### src/rtl/gate_seq_if.sv
// Handshake and gate-result bundle between gate_vector_sequencer and the
// two-input gate block it exercises.
interface gate_seq_if;
  logic       start;
  logic       and_in;
  logic       or_in;
  logic       not_in;
  logic       nand_in;
  logic       nor_in;
  logic       xor_in;
  logic       xnor_in;
  logic       a;
  logic       b;
  logic       busy;
  logic       done;
  logic [1:0] vec_idx;
  logic [2:0] err_count;
  logic [3:0] fail_mask;
  logic       pass;

  modport master (
    input  start, and_in, or_in, not_in, nand_in, nor_in, xor_in, xnor_in,
    output a, b, busy, done, vec_idx, err_count, fail_mask, pass
  );

  modport slave (
    output start, and_in, or_in, not_in, nand_in, nor_in, xor_in, xnor_in,
    input  a, b, busy, done, vec_idx, err_count, fail_mask, pass
  );
endinterface

### src/rtl/gate_vector_sequencer.sv
// Steps {a,b} through 00/01/10/11, holding each HOLD_CYCLES cycles, and grades
// the gate outputs at the end of each hold. Define GATE_SEQ_CHECK_EN for checking.
module gate_vector_sequencer #(
  parameter int HOLD_CYCLES = 10
) (
  input  logic       clk,
  input  logic       rst,
  gate_seq_if.master bus
);

  localparam int CW = (HOLD_CYCLES > 1) ? $clog2(HOLD_CYCLES) : 1;
  localparam logic [CW-1:0] CNT_LAST = CW'(HOLD_CYCLES - 1);
  localparam logic [CW-1:0] CNT_ONE  = CW'(1);

  typedef enum logic [1:0] {S_IDLE, S_DRIVE, S_DONE} state_t;

  state_t        state_q;
  logic [CW-1:0] cnt_q;
  logic [1:0]    idx_q;
  logic          a_q, b_q, busy_q, done_q, pass_q;
  logic [2:0]    err_q, err_d;
  logic [3:0]    mask_q, mask_d;

`ifdef GATE_SEQ_CHECK_EN
  function automatic logic gates_ok(input logic a, input logic b,
                                    input logic g_and, input logic g_or,
                                    input logic g_not, input logic g_nand,
                                    input logic g_nor, input logic g_xor,
                                    input logic g_xnor);
    return (g_and  == (a & b))    && (g_or   == (a | b))    &&
           (g_not  == ~a)         && (g_nand == ~(a & b))   &&
           (g_nor  == ~(a | b))   && (g_xor  == (a ^ b))    &&
           (g_xnor == ~(a ^ b));
  endfunction

  always_comb begin
    err_d  = err_q;
    mask_d = mask_q;
    if (!gates_ok(a_q, b_q, bus.and_in, bus.or_in, bus.not_in, bus.nand_in,
                  bus.nor_in, bus.xor_in, bus.xnor_in)) begin
      err_d         = err_q + 3'd1;
      mask_d[idx_q] = 1'b1;
    end
  end
`else
  // Stimulus-only build: gate outputs are ignored and every run reports pass.
  logic unused_gate_ins;
  assign unused_gate_ins = ^{bus.and_in, bus.or_in, bus.not_in, bus.nand_in,
                             bus.nor_in, bus.xor_in, bus.xnor_in, err_q, mask_q};
  assign err_d  = 3'd0;
  assign mask_d = 4'd0;
`endif

  always_ff @(posedge clk) begin
    if (rst) begin
      state_q <= S_IDLE;
      cnt_q   <= '0;
      idx_q   <= 2'd0;
      a_q     <= 1'b0;
      b_q     <= 1'b0;
      busy_q  <= 1'b0;
      done_q  <= 1'b0;
      pass_q  <= 1'b0;
      err_q   <= 3'd0;
      mask_q  <= 4'd0;
    end else begin
      case (state_q)
        // The DONE cycle also accepts start so runs can go back to back.
        S_IDLE, S_DONE: begin
          state_q <= S_IDLE;
          done_q  <= 1'b0;
          if (bus.start) begin
            state_q <= S_DRIVE;
            busy_q  <= 1'b1;
            cnt_q   <= '0;
            idx_q   <= 2'd0;
            a_q     <= 1'b0;
            b_q     <= 1'b0;
            err_q   <= 3'd0;
            mask_q  <= 4'd0;
            pass_q  <= 1'b0;
          end
        end
        S_DRIVE: begin
          if (cnt_q == CNT_LAST) begin
            cnt_q  <= '0;
            err_q  <= err_d;
            mask_q <= mask_d;
            if (idx_q == 2'd3) begin
              state_q <= S_DONE;
              busy_q  <= 1'b0;
              done_q  <= 1'b1;
              idx_q   <= 2'd0;
              a_q     <= 1'b0;
              b_q     <= 1'b0;
              pass_q  <= (err_d == 3'd0);
            end else begin
              idx_q      <= idx_q + 2'd1;
              {a_q, b_q} <= idx_q + 2'd1;
            end
          end else begin
            cnt_q <= cnt_q + CNT_ONE;
          end
        end
        default: state_q <= S_IDLE;
      endcase
    end
  end

  assign bus.a         = a_q;
  assign bus.b         = b_q;
  assign bus.busy      = busy_q;
  assign bus.done      = done_q;
  assign bus.vec_idx   = idx_q;
  assign bus.err_count = err_q;
  assign bus.fail_mask = mask_q;
  assign bus.pass      = pass_q;

endmodule

### src/flat_wrapper.sv
// flat-port wrapper written by rule: the top's interface ports become plain ports
module gate_vector_sequencer_flat 
#(
  parameter int HOLD_CYCLES = 10
)
  (clk, rst, bus_start, bus_and_in, bus_or_in, bus_not_in, bus_nand_in, bus_nor_in, bus_xor_in, bus_xnor_in, bus_a, bus_b, bus_busy, bus_done, bus_vec_idx, bus_err_count, bus_fail_mask, bus_pass);
  gate_seq_if bus_i ();
  input  logic clk;
  input  logic rst;
  input wire logic [$bits(bus_i.start)-1:0] bus_start;
  input wire logic [$bits(bus_i.and_in)-1:0] bus_and_in;
  input wire logic [$bits(bus_i.or_in)-1:0] bus_or_in;
  input wire logic [$bits(bus_i.not_in)-1:0] bus_not_in;
  input wire logic [$bits(bus_i.nand_in)-1:0] bus_nand_in;
  input wire logic [$bits(bus_i.nor_in)-1:0] bus_nor_in;
  input wire logic [$bits(bus_i.xor_in)-1:0] bus_xor_in;
  input wire logic [$bits(bus_i.xnor_in)-1:0] bus_xnor_in;
  output wire logic [$bits(bus_i.a)-1:0] bus_a;
  output wire logic [$bits(bus_i.b)-1:0] bus_b;
  output wire logic [$bits(bus_i.busy)-1:0] bus_busy;
  output wire logic [$bits(bus_i.done)-1:0] bus_done;
  output wire logic [$bits(bus_i.vec_idx)-1:0] bus_vec_idx;
  output wire logic [$bits(bus_i.err_count)-1:0] bus_err_count;
  output wire logic [$bits(bus_i.fail_mask)-1:0] bus_fail_mask;
  output wire logic [$bits(bus_i.pass)-1:0] bus_pass;
  assign bus_i.start = bus_start;
  assign bus_i.and_in = bus_and_in;
  assign bus_i.or_in = bus_or_in;
  assign bus_i.not_in = bus_not_in;
  assign bus_i.nand_in = bus_nand_in;
  assign bus_i.nor_in = bus_nor_in;
  assign bus_i.xor_in = bus_xor_in;
  assign bus_i.xnor_in = bus_xnor_in;
  assign bus_a = bus_i.a;
  assign bus_b = bus_i.b;
  assign bus_busy = bus_i.busy;
  assign bus_done = bus_i.done;
  assign bus_vec_idx = bus_i.vec_idx;
  assign bus_err_count = bus_i.err_count;
  assign bus_fail_mask = bus_i.fail_mask;
  assign bus_pass = bus_i.pass;
  gate_vector_sequencer #(.HOLD_CYCLES(HOLD_CYCLES)) u_core (.clk(clk), .rst(rst), .bus(bus_i));
endmodule
### config.mk
export PLATFORM = sky130hd
export DESIGN_NAME = gate_vector_sequencer_flat
export DESIGN_NICKNAME = d
export VERILOG_FILES = /design/src/rtl/gate_seq_if.sv /design/src/rtl/gate_vector_sequencer.sv /design/src/flat_wrapper.sv
export SDC_FILE = /design/constraint.sdc
export NUM_CORES = 1
export LEC_CHECK = 0
export ABC_CLOCK_PERIOD_IN_PS = 2750
export CORE_MARGIN = 4
export CORE_UTILIZATION = 42
export CTS_BUF_LIST = sky130_fd_sc_hd__clkbuf_4
export DETAILED_ROUTE_END_ITERATION = 8
export PLACE_DENSITY_LB_ADDON = 0.3
export SETUP_SLACK_MARGIN = 0.02
export SLEW_MARGIN = 40
export SYNTH_ARGS = -nofsm -noshare
export SYNTH_HDL_FRONTEND = slang
export SYNTH_SLANG_ARGS = --single-unit
### constraint.sdc
create_clock -name clk -period 2.75 [get_ports clk]
set_input_delay 0.55 -clock clk [delete_from_list [all_inputs] [get_ports clk]]
set_output_delay 0.55 -clock clk [all_outputs]
set_load 0.03 [all_outputs]
---- Yosys cells after proc, flatten, opt, wreduce, memory -nomap -nowiden ----
Cells that the tools add are included.
word-level totals
  input bits .............................. 10
  bits in registers ....................... 20
  output and inout bits ................... 14
  word-level logic and storage cells ...... 58
operators by class
  reduce and logical (&&, ||, !) cells .... 8
  $add $sub $neg .......................... 2
  multiplexer cells ....................... 31
  eq/ne operators ......................... 7
operators by type and width
  cell                                           number
  case mux 4 bit (2 select lines)                2
  2-to-1 mux 4 bit                               3
  2-to-1 mux 1 bit                               11
  2-to-1 mux 2 bit                               5
  case mux 1 bit (2 select lines)                5
  case mux 2 bit (2 select lines)                2
  2-to-1 mux 3 bit                               2
  case mux 3 bit (2 select lines)                1
  AND reduction 3 bit                            2
  adder 4 x 1 -> 4 bit, second input constant    1
  == test 2 bit, second input constant           2
  == test 4 bit, second input constant           1
  != test 2 x 1 -> 1 bit, second input constant  2
  AND reduction 2 bit                            2
  AND reduction 4 bit                            1
  adder 2 x 1 -> 2 bit, second input constant    1
  == test 2 x 1 -> 1 bit, second input constant  1
  zero test 2 bit                                1
  != test 2 bit, second input constant           1
  nonzero test 2 bit                             1
  OR reduction 2 bit                             1

---- Depth between registers and ports, before layout ----
Gate-level depths: netlist of run 1.
  depth after elaboration ................. 4
  mapped depth ............................ 5
  depth with buffers taken out ............ 5

---- Least setup slack after synthesis of run 1 ----
OpenSTA, ideal clock, no wires.
  path type ............................... reg-to-reg
  start point ............................. reg u_core.bus.b (netlist name)
  end point ............................... reg u_core.b_q, in the netlist u_core.bus.b
  arrival ................................. 1.295 ns
  cell stages (with the launch flop) ...... 4
  period minus slack after synthesis ...... 1.365 ns
  slack ................................... 1.385 ns
  path buffers ............................ 0
  setup time .............................. 0.070 ns
  required time ........................... 2.680 ns
  cell sequence ........................... dfxtp_1 > ha_1 > or4_1 > a21oi_1
RTL lines
  what                  RTL line                     RTL
  end signal, assigned  gate_vector_sequencer.sv:99  {a_q, b_q} <= idx_q + 2'd1;
  end, declared         gate_vector_sequencer.sv:20  logic a_q, b_q, busy_q, done_q, pass_q;

---- Worst setup path in the final report of run 1 ----
  start point ............................. reg u_core.b_q, in the netlist u_core.bus.b
  end point ............................... out bus_b
RTL lines
  what           RTL line            RTL
  end, declared  flat_wrapper.sv:19  output wire logic [$bits(bus_i.b)-1:0] bus_b;
No word-level cell between the ends.

==> results of run 1 <==
## layout by cell type (no fill, tap or decap), types with 3 or more instances in the layout
cell type	netlist	routed
dfxtp_1	11	11
clkdlybuf4s50_1	0	9
a21oi_1	7	7
conb_1	1	7
nand3_1	6	6
clkbuf_4	0	4
nand2b_1	3	3
or3_1	3	3
nor2_1	3	3
ha_1	3	3
## metrics by stage
step                      std cells  power (mW)  cell area, µm²  utilization (%)  setup WS [ns]
after detailed placement         84      0.2132           621.8            48.39          1.076
after global routing             88      0.3499           651.9            50.73         0.8079
after floorplan                  71      0.2135           595.6                -          1.385
after global placement           84      0.2130           621.8            48.39          1.092
final                            88      0.3318           651.9            50.73         0.8628
after CTS                        88      0.3373           651.9            50.73         0.8362
## power breakdown
| part | leakage, nW | switching [mW] | internal [mW] | total, mW |
|---|---|---|---|---|
| sequential | 0.0894 | 0.00389 | 0.163 | 0.167 |
| combinational | 0.143 | 0.0305 | 0.0129 | 0.0434 |
| clock | 0.0184 | 0.0550 | 0.0661 | 0.121 |
## worst max-delay path by stage
stage / cells past startpoint / slack [ns] / from / endpoint
finish: 1 / 0.86 / u_core.bus.b / bus_b
global route: 1 / 0.81 / u_core.bus.a / bus_a
CTS: 1 / 0.84 / u_core.bus.b / bus_vec_idx[0]
detailed placement: 4 / 1.08 / rst / u_core.cnt_q[2]
global placement: 4 / 1.09 / rst / u_core.cnt_q[2]
floorplan: 3 / 1.38 / u_core.bus.b / u_core.bus.b
## routing by layer
metal  part of all wire [%]  vias up
met4                    4.5        0
li1                       -      229
met3                    4.3        5
met2                     41       11
met5                      0        -
met1                     50      193
## cells by family after synthesis
family                     Yosys count  share of synthesized area (%)
buffers and inverters               12                          15.06
DFF                                 11                          38.43
and+or+nand+nor                     24                          23.80
adders and majority gates            3                          6.551
AOI/OAI and AO/OA                   13                          13.54
muxes                                1                          1.965
other                                1                         0.6544
## cell usage after synthesis, drive strengths merged
| library cell | count | share of area [%] |
|---|---|---|
| nand2b | 3 | 3.3 |
| nand4 | 2 | 2.2 |
| a21oi | 7 | 6.1 |
| nand3b | 1 | 1.3 |
| buf | 10 | 14 |
| and3b | 1 | 1.5 |
| dfxtp | 11 | 38 |
| a31oi | 1 | 1.1 |
| clkbuf | 1 | 0.65 |
| ha | 3 | 6.6 |
| nor2 | 3 | 2.0 |
| a311oi | 1 | 1.5 |
| nor2b | 1 | 1.1 |
| or3 | 3 | 3.3 |
| a21o | 1 | 1.3 |
| conb | 1 | 0.65 |
| nand2 | 2 | 1.3 |
| and2b | 1 | 1.3 |
| inv | 1 | 0.65 |
| mux2 | 1 | 2.0 |
| nand3 | 6 | 5.2 |
| or4 | 1 | 1.3 |
| o211ai | 2 | 2.6 |
| o21ai | 1 | 0.87 |
## state kept, by name, summed over array words and instances, names as in the netlist
register	cells
u_core.cnt_q	4
u_core.state_q	2
u_core.bus.a	1
u_core.bus.b	1
u_core.bus.busy	1
u_core.bus.done	1
u_core.bus.pass	1
## cell type report
type / instances / area [µm²] / area share, %
tap: 15 / 18.77 / 2.879
inverter: 1 / 3.754 / 0.5758
sequential: 11 / 220.2 / 33.78
clock buffer: 4 / 30.03 / 4.607
multi-input combinational: 48 / 289.0 / 44.34
timing repair buffer: 9 / 90.09 / 13.82
==> impl_metrics.json, run 1 <==
{
  "status": "completed",
  "worstPathMaxFanout": 5,
  "port_buffer_count": 9,
  "grtUsageTotal_pct": 10.96,
  "avgSynthCellArea_um2": 8.816,
  "worst_ep_required_time_ns": 2.20,
  "grt_start_max_net_pins": 13,
  "post_route_cells_drive_above_1_share_pct": 6.849,
  "design.core.area_mm2": 0.001285,
  "hold_end": "u_core.bus.pass",
  "grt.met1_usage_pct": 15.29,
  "overflow": 0,
  "hold_path_startpoint": "u_core.bus.pass",
  "reg2regPathDepth": 4,
  "routed_wire_length_per_instance_um": 11.69,
  "detail_route.iter0.violations": 0,
  "route.detailed.drc": 0,
  "fillerInstances": 138,
  "min_period_ns": 1.887,
  "die_area_mm2": 0.002019,
  "design.final.nets": 87,
  "first_global_vias": 358,
  "startpoint_type": "flip-flop",
  "yosysUniqueCellTypes": 25,
  "r2r_slack_ns": 1.35,
  "number_of_failing_setup_endpoints_in_the_final_timing_report": 0,
  "wire_length_of_the_first_global_routing_pass_um": 1531,
  "skew_ns": 0.005333,
  "synth.yosys.seq_area_share_pct": 38.43,
  "synth_area_um2": 573.1,
  "cp_slowest_cell": "clkdlybuf4s50_1",
  "drt-total-wl_um": 1029,
  "clock_sinks": 11,
  "timing.final.crit_share_pct": 68.63,
  "floorplan.initialDensity_pct": 44.60,
  "detail_route.first_pass.iterations": 1,
  "ioPinCount": 24,
  "whs_ns": 0.4544,
  "cp_top_family": "buffers and inverters",
  "hpwl_um": 709.1,
  "worst-path-buf-inv": 1,
  "syn-instance-count": 65,
  "irDropWorstVdd_mv": 0.2357,
  "worstSetupEndpointType": "output pin",
  "yosys_warnings": 0,
  "core.rowCount": 13,
  "dr_total_vias": 438,
  "cts.htree.levels": 1,
  "setup-tns-final_ns": 0,
  "arrival_ns": 1.34,
  "hold_path_depth": 2,
  "synth.ff_latch_count": 11,
  "die_y_um": 44.94,
  "ctsRootBufferMaster": "clkbuf_4",
  "clk_latency_ns": 0.27,
  "cts-buffers-inserted": 3,
  "hold_buffer_count_at_cts": 0,
  "cellPowerDensity_mw_per_mm2": 509.0,
  "vias_per_cell": 4.977,
  "critical_register_to_register_path_startpoint": "u_core.cnt_q[0]",
  "max_cap_violations": 0,
  "place.gp.congestion": 0.6977,
  "grt_antenna_before_repair": 0,
  "post-cts-setup-buffers": 0,
  "relative_area_change_from_synthesis_to_final_layout_pct": 13.76,
  "grt_busiest_layer": "met1",
  "antenna_cells": 0,
  "groute.layer.met2.usage_pct": 12.15,
  "met3_usage_pct": 2.789,
  "worstPathCellList": "clkdlybuf4s50_1",
  "regToRegEndpoint": "u_core.bus.b",
  "timing_max_transition_violations_final": 0,
  "min-delay-path-class": "reg -> reg",
  "tritoncts": "yes",
  "hold_viol_final": 0,
  "ant_nets": 0,
  "die_w_um": 44.94,
  "ctsResizeCount": 0,
  "grt_setup_unrepaired": "false",
  "cts_buffer_depth": 2,
  "max_freq_ghz": 0.5299,
  "timing.critical_path.slowest_cell_delay_ns": 0.69,
  "clk_transition_reported_paths_ns": 0.06,
  "criticalPathCategory": "reg -> out",
  "p_leak_nw": 0.2506
}
Power figures use the tool's default switching activity.
==> inputs of run 2 (changes only) <==
ABC_CLOCK_PERIOD_IN_PS = 1700   (was 2750)
CORE_UTILIZATION = 38   (was 42)
clock period = 1.7 ns   (was 2.75 ns; I/O delays follow)
==> impl_metrics.json, run 2 (synthesis gave the netlist of run 1 again) <==
{
  "status": "completed",
  "first_global_vias": 374,
  "ioPinCount": 24,
  "ctsRootBufferMaster": "clkbuf_4",
  "timing.final.crit_share_pct": 94.40,
  "die_w_um": 46.84,
  "share_seq_of_total_power_pct": 50.2,
  "die_area_mm2": 0.002194,
  "worst_ep_required_time_ns": 1.36,
  "cp_top_family": "buffers and inverters",
  "grt_antenna_before_repair": 0,
  "tritoncts": "yes",
  "largest_register": "u_core.cnt_q",
  "place.detailed.instances": 85,
  "routed_wire_length_per_instance_um": 11.48,
  "hold_end": "u_core.bus.pass",
  "min_period_ns": 1.605,
  "clk_latency_ns": 0.26,
  "setup-tns-final_ns": 0,
  "startpoint_type": "flip-flop",
  "regToRegEndpoint": "u_core.cnt_q[0]",
  "worstSetupEndpointType": "output pin",
  "largest_register_ff_count": 4,
  "totalPowerFinal_mw": 0.5385,
  "timing.critical_path.slowest_cell_delay_ns": 0.67,
  "route.detailed.drc": 0,
  "hold_path_startpoint": "u_core.bus.pass",
  "port_buffer_count": 9,
  "final_cell_mix": "11 x dfxtp_1, 7 x a21oi_1, 7 x conb_1, 6 x nand3_1, 5 x clkdlybuf4s50_1",
  "dr_total_vias": 458,
  "place.gp.congestion": 0.7178,
  "grt_setup_unrepaired": "false",
  "hold_viol_final": 0,
  "design.core.area_mm2": 0.001366,
  "power.share.combinational_pct": 13.2,
  "p_sw_mw": 0.1455,
  "hpwl_um": 763.3,
  "grt_start_max_net_pins": 12,
  "core.rowCount": 13,
  "cts_buffer_depth": 2,
  "max_cap_violations": 0,
  "setup_slack_ns": 0.09521,
  "cts.htree.levels": 1,
  "cellPowerDensity_mw_per_mm2": 813.6,
  "floorplan.initialDensity_pct": 41.94,
  "layout.core_utilization_pct": 48.44,
  "irDropWorstVdd_mv": 0.3734,
  "cp_slowest_cell": "clkdlybuf4s50_1",
  "arrival_ns": 1.26,
  "skew_ns": 0.004072,
  "antenna_cells": 0,
  "hold_path_depth": 2,
  "reg2regPathDepth": 5,
  "grtUsageTotal_pct": 10.12,
  "timing_max_transition_violations_final": 0,
  "cellInternalPower_mw": 0.3930,
  "hold_buffer_count_at_cts": 0,
  "worstPathMaxFanout": 2,
  "relative_area_change_from_synthesis_to_final_layout_pct": 15.50,
  "biggestRegsByFlops": "u_core.cnt_q x4, u_core.state_q x2",
  "max_freq_ghz": 0.6231,
  "post_route_cells_drive_above_1_share_pct": 8.108,
  "vias_per_cell": 5.146,
  "cts-buffers-inserted": 3,
  "ant_nets": 0,
  "detail_route.iter0.violations": 0,
  "preCtsSetupSlack_ns": 0.2681,
  "p_sw_share_pct": 27.02,
  "wire_length_of_the_first_global_routing_pass_um": 1538,
  "criticalPathCategory": "reg -> out",
  "overflow": 0,
  "layout.cells.most_common": "dfxtp_1",
  "die_y_um": 46.84,
  "design.final.nets": 88,
  "stdcell_count": 89,
  "number_of_failing_setup_endpoints_in_the_final_timing_report": 0,
  "clock_sinks": 11,
  "worstPathCellList": "clkdlybuf4s50_1",
  "r2r_slack_ns": 0.32,
  "worst-path-buf-inv": 1,
  "min-delay-path-class": "reg -> reg",
  "p_leak_nw": 0.3026,
  "clk_transition_reported_paths_ns": 0.07,
  "critical_register_to_register_path_startpoint": "u_core.cnt_q[1]",
  "drt-total-wl_um": 1022,
  "clock_power_share_pct": 36.6,
  "detail_route.first_pass.iterations": 1
}
-- run 2: cell count changes in the layout (fill, tap and decap cells not counted) --
cell,before,now
dlymetal6s2s_1,0,2
dlygate4sd2_1,0,2
buf_4,0,1
clkdlybuf4s50_1,9,5
-- run 2: cell type report --
type | instances | area [µm²]
multi-input cells | 48 | 289.0
clock buffers | 4 | 30.03
flip-flops and latches | 11 | 220.2
repair buffers | 10 | 100.1
fillers | 139 | 704.4
well taps | 15 | 18.77
inverters | 1 | 3.754
-- run 2: power groups by stage --
stage          clock [mW]  combinational [mW]  sequential [mW]
6_report            0.197              0.0712            0.270
5_1_grt             0.218              0.0765            0.271
4_1_cts             0.201              0.0712            0.270
3_5_place_dp            0              0.0710            0.276
3_3_place_gp            0              0.0706            0.276
2_1_floorplan           0              0.0662            0.279
-- run 2: stage by stage --
step | cell area (µm²) | hold slack [ns]
after floorplan | 595.6 | 0.4619
after global placement | 629.4 | 0.4478
after detailed placement | 629.4 | 0.4524
after CTS | 656.9 | 0.4634
after global routing | 661.9 | 0.5008
final | 661.9 | 0.4571
-- run 2: worst max path at each step --
stage	startpoint	to	slack (ns)	cells past startpoint
floorplan	u_core.bus.b	u_core.bus.b	0.33	3
global placement	bus_start	u_core.cnt_q[2]	0.27	4
detailed placement	bus_start	u_core.cnt_q[2]	0.27	4
CTS	u_core.bus.a	bus_vec_idx[1]	0.03	1
global route	u_core.bus.done	bus_done	0.04	1
finish	u_core.bus.busy	bus_busy	0.1	1
-- run 2: what timing repair did --
action                                 4_1_cts  5_1_grt
setup buffers                                0        0
gates resized for setup                      2        2
endpoints found under the hold margin        0        0
pin swaps                                    0        0
setup endpoints to repair                    2        2
-- run 2: tightest hold or removal path, delay by kind of cell, from the launching register on --
kind / cells / cell delay, ns
flops: 1 / 0.31
simple gates: 1 / 0.05
compound gates: 1 / 0.05
-- run 2: per-layer routing --
metal / vias up / wire, µm / global-route usage, %
li1: 234 / - / -
met1: 212 / 462 / 11.32
met2: 10 / 477 / 15.45
met3: 2 / 55 / 2.682
met4: 0 / 27 / 9.392
met5: - / 0 / 0
